## src/rtl/lif_pkg.sv

```systemverilog
// Shared widths, reset defaults and FSM state encoding for the LIF scheduler.
package lif_pkg;

  localparam int STATE_W = 8;
  localparam int BETA_W  = 3;

  localparam logic [STATE_W-1:0] LIF_THRESH_RST = 8'd230;
  localparam logic [BETA_W-1:0]  LIF_BETA_RST   = 3'd1;

  typedef enum logic [1:0] {
    IDLE   = 2'd0,
    UPDATE = 2'd1,
    DONE   = 2'd2
  } lif_state_e;

endpackage

```

## src/rtl/lif_update_unit.sv

```systemverilog
// Combinational leaky integrate-and-fire update for one neuron.
module lif_update_unit
  import lif_pkg::*;
(
  input  logic [STATE_W-1:0] state,
  input  logic [STATE_W-1:0] current,
  input  logic [STATE_W-1:0] threshold,
  input  logic [BETA_W-1:0]  beta,
  output logic [STATE_W-1:0] next_state,
  output logic               spike
);

  logic [STATE_W:0] sum;

  always_comb begin
    spike = (state >= threshold);
    // One extra bit so overflow clamps to full scale instead of wrapping.
    sum = {1'b0, current} + {1'b0, state >> beta};
    if (spike) begin
      next_state = '0;
    end else if (sum[STATE_W]) begin
      next_state = '1;
    end else begin
      next_state = sum[STATE_W-1:0];
    end
  end

endmodule

```

## src/rtl/lif_scheduler.sv

```systemverilog
// Time-multiplexes one LIF update unit across NUM_NEURONS virtual neurons,
// one neuron per cycle per timestep, and owns the threshold/beta config.
//
// state  | meaning
// IDLE   | waiting; accepts config, clear and timestep start
// UPDATE | updating neuron idx, one per cycle
// DONE   | done pulse; new spikes visible
module lif_scheduler
  import lif_pkg::*;
#(
  parameter int                 NUM_NEURONS = 4,
  parameter int                 IDX_W       = $clog2(NUM_NEURONS),
  parameter logic [STATE_W-1:0] THRESH_RST  = LIF_THRESH_RST,
  parameter logic [BETA_W-1:0]  BETA_RST    = LIF_BETA_RST
) (
  input  logic                           clk,
  input  logic                           rst,
  input  logic                           step_start,
  input  logic [STATE_W*NUM_NEURONS-1:0] currents,
  input  logic                           cfg_we,
  input  logic [STATE_W-1:0]             cfg_threshold,
  input  logic [BETA_W-1:0]              cfg_beta,
  input  logic                           clear_states,
  input  logic [IDX_W-1:0]               rd_addr,
  output logic                           busy,
  output logic                           done,
  output logic [NUM_NEURONS-1:0]         spikes,
  output logic [STATE_W-1:0]             rd_state
);

  lif_state_e           fsm_q;
  logic [IDX_W-1:0]     idx_q;
  logic [STATE_W-1:0]   mem_q [NUM_NEURONS];
  logic [STATE_W-1:0]   cur_q [NUM_NEURONS];
  logic [NUM_NEURONS-1:0] acc_q;
  logic [NUM_NEURONS-1:0] acc_upd;
  logic [STATE_W-1:0]   threshold_q;
  logic [BETA_W-1:0]    beta_q;
  logic [STATE_W-1:0]   upd_next;
  logic                 upd_spike;
  logic                 last_idx;

  lif_update_unit u_update (
    .state      (mem_q[idx_q]),
    .current    (cur_q[idx_q]),
    .threshold  (threshold_q),
    .beta       (beta_q),
    .next_state (upd_next),
    .spike      (upd_spike)
  );

  assign busy     = (fsm_q != IDLE);
  assign last_idx = (idx_q == IDX_W'(NUM_NEURONS - 1));

  always_comb begin
    acc_upd        = acc_q;
    acc_upd[idx_q] = upd_spike;
  end

  always_ff @(posedge clk or posedge rst) begin
    if (rst) begin
      fsm_q       <= IDLE;
      idx_q       <= '0;
      acc_q       <= '0;
      threshold_q <= THRESH_RST;
      beta_q      <= BETA_RST;
      done        <= 1'b0;
      spikes      <= '0;
      rd_state    <= '0;
      for (int i = 0; i < NUM_NEURONS; i++) begin
        mem_q[i] <= '0;
        cur_q[i] <= '0;
      end
    end else begin
      done <= 1'b0;
      case (fsm_q)
        IDLE: begin
          // Config lands on the same edge as the start, so that timestep sees it.
          if (cfg_we) begin
            threshold_q <= cfg_threshold;
            beta_q      <= cfg_beta;
          end
          if (clear_states) begin
            for (int i = 0; i < NUM_NEURONS; i++) begin
              mem_q[i] <= '0;
            end
          end else if (step_start) begin
            for (int i = 0; i < NUM_NEURONS; i++) begin
              cur_q[i] <= currents[STATE_W*i +: STATE_W];
            end
            acc_q <= '0;
            idx_q <= '0;
            fsm_q <= UPDATE;
          end
        end
        UPDATE: begin
          mem_q[idx_q] <= upd_next;
          acc_q        <= acc_upd;
          if (last_idx) begin
            // Spikes are published on entry to DONE so they line up with the pulse.
            spikes <= acc_upd;
            done   <= 1'b1;
            fsm_q  <= DONE;
          end else begin
            idx_q <= idx_q + IDX_W'(1);
          end
        end
        DONE: begin
          idx_q <= '0;
          fsm_q <= IDLE;
        end
        default: fsm_q <= IDLE;
      endcase

      if (int'(rd_addr) < NUM_NEURONS) begin
        rd_state <= mem_q[rd_addr];
      end else begin
        rd_state <= '0;
      end
    end
  end

endmodule

```

## config.mk

```make
export PLATFORM = sky130hd
export DESIGN_NAME = lif_scheduler
export DESIGN_NICKNAME = d
export VERILOG_FILES = /design/src/rtl/lif_pkg.sv /design/src/rtl/lif_update_unit.sv /design/src/rtl/lif_scheduler.sv
export SDC_FILE = /design/constraint.sdc
export NUM_CORES = 1
export LEC_CHECK = 0
export BUFFER_PORTS_ARGS = -buffer_cell sky130_fd_sc_hd__buf_2
export CORE_MARGIN = 2
export CORE_UTILIZATION = 44
export DETAILED_ROUTE_END_ITERATION = 10
export PLACE_DENSITY = 0.63
export SLEW_MARGIN = 10
export SYNTH_ARGS = -nofsm -noshare
export SYNTH_HDL_FRONTEND = slang
export SYNTH_HIERARCHICAL = 1
export SYNTH_SLANG_ARGS = --single-unit
```

## constraint.sdc

```tcl
create_clock -name clk -period 6.6 [get_ports clk]
set_input_delay 0.99 -clock clk [delete_from_list [all_inputs] [get_ports clk]]
set_output_delay 0.99 -clock clk [all_outputs]
set_load 0.05 [all_outputs]
```

After elaboration in Yosys (flattened, before gate mapping)
Cells that the tools add are included.
{"block": "word_totals", "output_inout_bits": 14, "elab_cells": 81, "ff_bits": 96, "inputBits": 50}
{"block": "classes", "n_mux": 32, "shift": 1, "reduce_logical": 13, "n_lt_le_gt_ge": 6, "n_eq_ne": 8, "n_addsub": 2, "bitwise": 3}
{"cell": "8-bit 2-to-1 mux", "count": 9}
{"cell": "32-bit one-hot mux with 2 select lines", "count": 1}
{"cell": "8-bit binary-select mux with 2-bit select", "count": 3}
{"cell": "32-bit bitwise mux", "count": 1}
{"cell": "32-bit 2-to-1 mux", "count": 1}
{"cell": "8-bit demux with 2-bit select", "count": 1}
{"cell": "2-bit 2-to-1 mux", "count": 6}
{"cell": "2-bit != test, second input constant", "count": 5}
{"cell": "8-bit by 8-bit adder with 9-bit output", "count": 1}
{"cell": "3-bit AND reduction", "count": 3}
{"cell": "8-bit greater-or-equal comparator", "count": 1}
{"cell": "4-bit 2-to-1 mux", "count": 2}
{"cell": "4-bit one-hot mux with 2 select lines", "count": 1}
{"cell": "8-bit by 3-bit right shift with 8-bit output", "count": 1}
{"cell": "3-bit greater-or-equal comparator, second input constant", "count": 2}
{"cell": "2-bit NOT with 3-bit output", "count": 2}
{"cell": "2-bit one-hot mux with 3 select lines", "count": 1}
{"cell": "2-bit AND reduction", "count": 3}
{"cell": "4-bit bitwise mux", "count": 1}
{"cell": "2-bit == test, second input constant", "count": 2}
{"cell": "2-bit one-hot mux with 2 select lines", "count": 1}
{"cell": "4-bit AND reduction", "count": 1}
{"cell": "2-bit nonzero test", "count": 2}
{"cell": "2-bit by 3-bit < comparator with 1-bit output, second input constant", "count": 1}
{"cell": "other kinds (10)", "count": 13}

Depth between registers and ports, before layout
{"block": "depth", "ltp_word": 10, "ltp_mapped": 14, "depth_no_buf": 13}

By module
The synthesis kept the hierarchy.
{"mod": "lif_scheduler", "seq_area_each_um2": 2409.8, "area_per_inst_um2": 4591.9, "instances": 1, "cells_per_inst": 336}
{"mod": "lif_update_unit", "seq_area_each_um2": 0.0, "area_per_inst_um2": 802.0, "instances": 1, "cells_per_inst": 97}

Least setup slack after synthesis
No wires, ideal clock.
{"block": "synth_timing", "path_type": "register to register", "startpoint": "register idx_q[0]", "endpoint": "register mem_q[15] in the netlist's numbering", "path_buffers": 1, "path_stages_with_launch": 13, "t_arrival_ps": 3873, "setup_ps": 121, "synth_period_minus_slack_ps": 3994, "path_slack_ps": 2606, "required_ps": 6479, "cell_sequence": "dfrtp_1 buf_2 mux4_2 mux4_2 mux2_2 ha_1 fa_1 a21o_1 a221oi_4 o21bai_1 o311a_1 a22o_1 a22o_1"}
{"block": "synth_between", "elab_chain_cells": 10, "word_cells_on_any_way": 19, "cone_classes": "add/sub: 1; order compare: 3; shift: 1; mux: 12; bitwise: 1; reduce/logical: 1"}
{"element": "start, declared", "line": "lif_scheduler.sv:32", "source": "logic [IDX_W-1:0] idx_q;"}
{"element": "start signal, assigned", "line": "lif_scheduler.sv:105", "source": "idx_q <= idx_q + IDX_W'(1);"}
{"element": "2-bit NOT with 3-bit output (not written as such) *", "line": "lif_scheduler.sv:44, lif_scheduler.sv:45"}
{"element": "8-bit binary-select mux with 2-bit select", "line": "lif_scheduler.sv:44", "source": ".state (mem_q[idx_q]),"}
{"element": "8-bit 2-to-1 mux (not written as such) (2 in series)", "line": "lif_scheduler.sv:44"}
{"element": "8-bit by 3-bit right shift with 8-bit output", "line": "lif_update_unit.sv:18", "source": "sum = {1'b0, current} + {1'b0, state >> beta};"}
{"element": "8-bit by 8-bit adder with 9-bit output", "line": "lif_update_unit.sv:18"}
{"element": "8-bit 2-to-1 mux", "line": "lif_update_unit.sv:21", "source": "end else if (sum[STATE_W]) begin"}
{"element": "8-bit 2-to-1 mux *", "line": "lif_update_unit.sv:19", "source": "if (spike) begin"}
{"element": "named net upd_next[7]", "line": "lif_scheduler.sv:39", "source": "logic [STATE_W-1:0] upd_next;"}
{"element": "32-bit bitwise mux *", "line": "lif_scheduler.sv:97", "source": "mem_q[idx_q] <= upd_next;"}
{"element": "32-bit one-hot mux with 2 select lines *", "line": "lif_scheduler.sv:76", "source": "case (fsm_q)"}
{"element": "end signal, assigned by index", "line": "lif_scheduler.sv:97"}
{"element": "end, declared", "line": "lif_scheduler.sv:33", "source": "logic [STATE_W-1:0] mem_q [NUM_NEURONS];"}
Mark *: on every way through the listed nets, which the timed path passes. The rest lies on a longest branch. The select of a mux whose other input is x is not followed.
A chain may end at the register's enable or synchronous reset.

Worst setup path after layout
{"block": "layout_timing", "startpoint": "register idx_q[1]", "endpoint": "register mem_q[8] in the netlist's numbering"}
The elaborated chain is that of the path after synthesis.

==> results.json <==
{
  "fmax_mhz": 213,
  "drt-wirelength-per-cell_um": 18.1,
  "rsz0062_at_grt": "no",
  "worstPathRequired_ps": 6840,
  "final.setup.tns_ps": 0,
  "min_path_type": "reg2reg",
  "clock_latency_ps": 350,
  "gp_congestion": 0.844,
  "dieHeight_um": 115,
  "slew_viol_final": 0,
  "ios": 64,
  "postSynthAreaPerCell_um2": 12.5,
  "p_int_uw": 1910,
  "grt_max_degree": 70,
  "clock-sinks": 96,
  "die_area_mm2": 0.0132,
  "antenna_found_initial": 0,
  "synth_top_family_by_area": "multiplexers",
  "routed_via_density": 5.59,
  "min_period_ps": 4690,
  "synthFlopType": "dfrtp_1",
  "synthTopCellsByCount": "90 x dfrtp_1, 42 x inv_1, 35 x nand2_1, 30 x mux2_1, 28 x mux2i_1",
  "pwr-share-comb_pct": 54.0,
  "critPathLaunchType": "register",
  "synth_fa_ha_area_share_pct": 5.71,
  "async_reset_ff_share_pct": 100,
  "seq_area_frac_synth_pct": 44.7,
  "core_area_mm2": 0.0120,
  "criticalPathCategory": "reg2reg",
  "rows": 40,
  "yosysTopAreaCellShare_pct": 41.8,
  "instances_no_fill": 641,
  "routed_wl_mm": 11.6,
  "p_leak_uw": 0.00280,
  "drt_iter0_drc": 205,
  "worst_slew_pin_slew_ps": 1050,
  "grt_pass1_wl_mm": 19.2,
  "yosys.area_share.simple_pct": 6.52,
  "yosys_warnings": 6,
  "clk_path_buf_depth": 2,
  "synthToLayoutAreaGrowth_pct": 12.2,
  "nets": 565,
  "holdBufCountCts": 0,
  "grt.overflow.total": 0,
  "post-cts-setup-buffers": 0,
  "pwr-share-clk_pct": 14.0,
  "fp.dieW_um": 115,
  "max-slew-margin-rel_pct": 30.1,
  "placed_cells": 627,
  "drive_above_1_share_pct": 28.7,
  "grt_pass1_vias": 3693,
  "worstPathMaxFanout": 22,
  "crit_path_end_kind": "register",
  "ir_drop_v": 0.000263,
  "grt_use_total_pct": 19.2,
  "yosysUniqueCellTypes": 50,
  "whs_ps": 474,
  "yosys-top-cells-area": "dfrtp_1 42%, mux4_2 11%, mux2_1 6.3%",
  "start_util_pct": 44.9,
  "postRouteAntennaNets": 0,
  "p_sw_uw": 1420,
  "syn_nets": 507,
  "htree_levels": 3,
  "synth-seq-cells": 96,
  "drtPass1Iterations": 4,
  "cts_buffers": 9,
  "powerDensity_mw_per_mm2": 549,
  "cts-resized-gates": 0,
  "synth_edf_count": 0,
  "synthMuxAreaShare_pct": 26.3,
  "syn_inst": 433,
  "hpwl_mm": 8.21,
  "synth.cell_area_mm2": 0.00539,
  "post-route-period-util_pct": 71.1,
  "setup_violations": 0,
  "cap_violations": 0,
  "via_count": 3585,
  "diodes": 0,
  "root_buffer": "clkbuf_16",
  "cp.arrival_ps": 4930,
  "synth_compound_area_share_pct": 11.0,
  "synth_most_common_cell": "dfrtp_1",
  "port_buffers": 63,
  "synth-xor-area-share_pct": 0.812,
  "clk_pin_slew_ps": 60,
  "status": "complete, no violations",
  "seqPwrFrac_pct": 32.0,
  "drc_errors": 0,
  "synth_top_cell_by_area": "dfrtp_1",
  "hold_violations": 0,
  "fin_skew_ps": 5.96,
  "swShare_pct": 42.7,
  "final_core_util_pct": 50.4,
  "cts_tree": "built"
}
[kinds of logic (layout without fill, tap and decap cells)]
kind of cell               count (synthesis)  after routing
and+or+nand+nor                           70             70
buffers and inverters                     61            122
xor gates and xnor gates                   5              5
AOI/OAI and AO/OA                         74             74
adders and majority gates                 24             24
DFF                                       96             96
muxes                                    103            103
[power by group through the flow]
| stage | clock [uW] | sequential, uW | combinational [uW] |
|---|---|---|---|
| 6_report | 465 | 1060 | 1800 |
| 5_1_grt | 509 | 1110 | 1950 |
| 4_1_cts | 479 | 1070 | 1800 |
| 3_5_place_dp | 0 | 1080 | 1790 |
| 3_3_place_gp | 0 | 1060 | 1750 |
| 2_1_floorplan | 0 | 1050 | 1400 |
[per-stage QoR]
stage                     instance area (um^2)  total power, uW  worst slack [ps]
after floorplan                           5390             2450              2610
after global placement                    5800             2820              1920
after detailed placement                  5800             2860              1870
after CTS                                 6050             3340              1840
after global routing                      6050             3570              1650
final                                     6050             3330              1910
[sequential cells by signal (all words and copies together) (netlist names)]
signal / count
cur_q: 32
mem_q: 32
rd_state: 8
threshold_q: 8
acc_q: 4
spikes: 4
beta_q: 3
fsm_q: 2
idx_q: 2
done: 1
[layer usage]
layer | part of all wire (%) | track usage [%] | routed length, um
met5 | 0 | 0 | 0
met4 | 1.3 | 6.59 | 152
met3 | 5.6 | 4.76 | 652
met2 | 49 | 30.7 | 5650
met1 | 44 | 25.8 | 5160
[critical path, stage by stage, from the launching register on]
cell	delay, ps
dfrtp_1	1040
mux4_2	660
mux4_2	490
mux2_2	280
ha_1	220
fa_1	400
a21o_1	230
a221oi_4	280
o21ai_1	270
o21a_1	290
a22o_1	190
a22o_1	220
[path summary, 6_finish.rpt]
check / slack [ps] / from / to / cells after the start
worst max-delay path: 1910 / idx_q[1] / mem_q[8] / 11
max in group asynchronous: 4730 / rst / beta_q[2] / 3
min in group asynchronous: 640 / rst / fsm_q[0] / 2
worst max register to register: 1910 / idx_q[1] / mem_q[8] / 11
worst min register to register: 470 / spikes[3] / spikes[3] / 2
worst min-delay path: 470 / spikes[3] / spikes[3] / 2
[placed cells by master, fill, tap and decap left out, drive strengths merged, types with 4 or more instances in the layout]
cell | Yosys | layout
a22o | 17 | 17
mux2i | 28 | 28
o21bai | 4 | 4
mux2 | 49 | 49
dfstp | 6 | 6
o21ai | 12 | 12
clkinv | 1 | 6
ha | 23 | 23
o21a | 8 | 8
buf | 15 | 65
a21o | 8 | 8
clkbuf | 3 | 10
inv | 42 | 41
dfrtp | 90 | 90
nor2 | 7 | 7
a21oi | 12 | 12
nor3 | 5 | 5
nand2b | 5 | 5
nand2 | 37 | 37
mux4 | 26 | 26
[area by class of cell]
cell class	count	area [um^2]
Fill cell	1067	5960
Multi-Input combinational cell	276	2720
Sequential cell	96	2410
Timing Repair Buffer	65	330
Clock buffer	10	229
Tap cell	147	184
Inverter	43	163
Clock inverter	4	23.8
No activity file was read; power rests on OpenSTA's default activity.
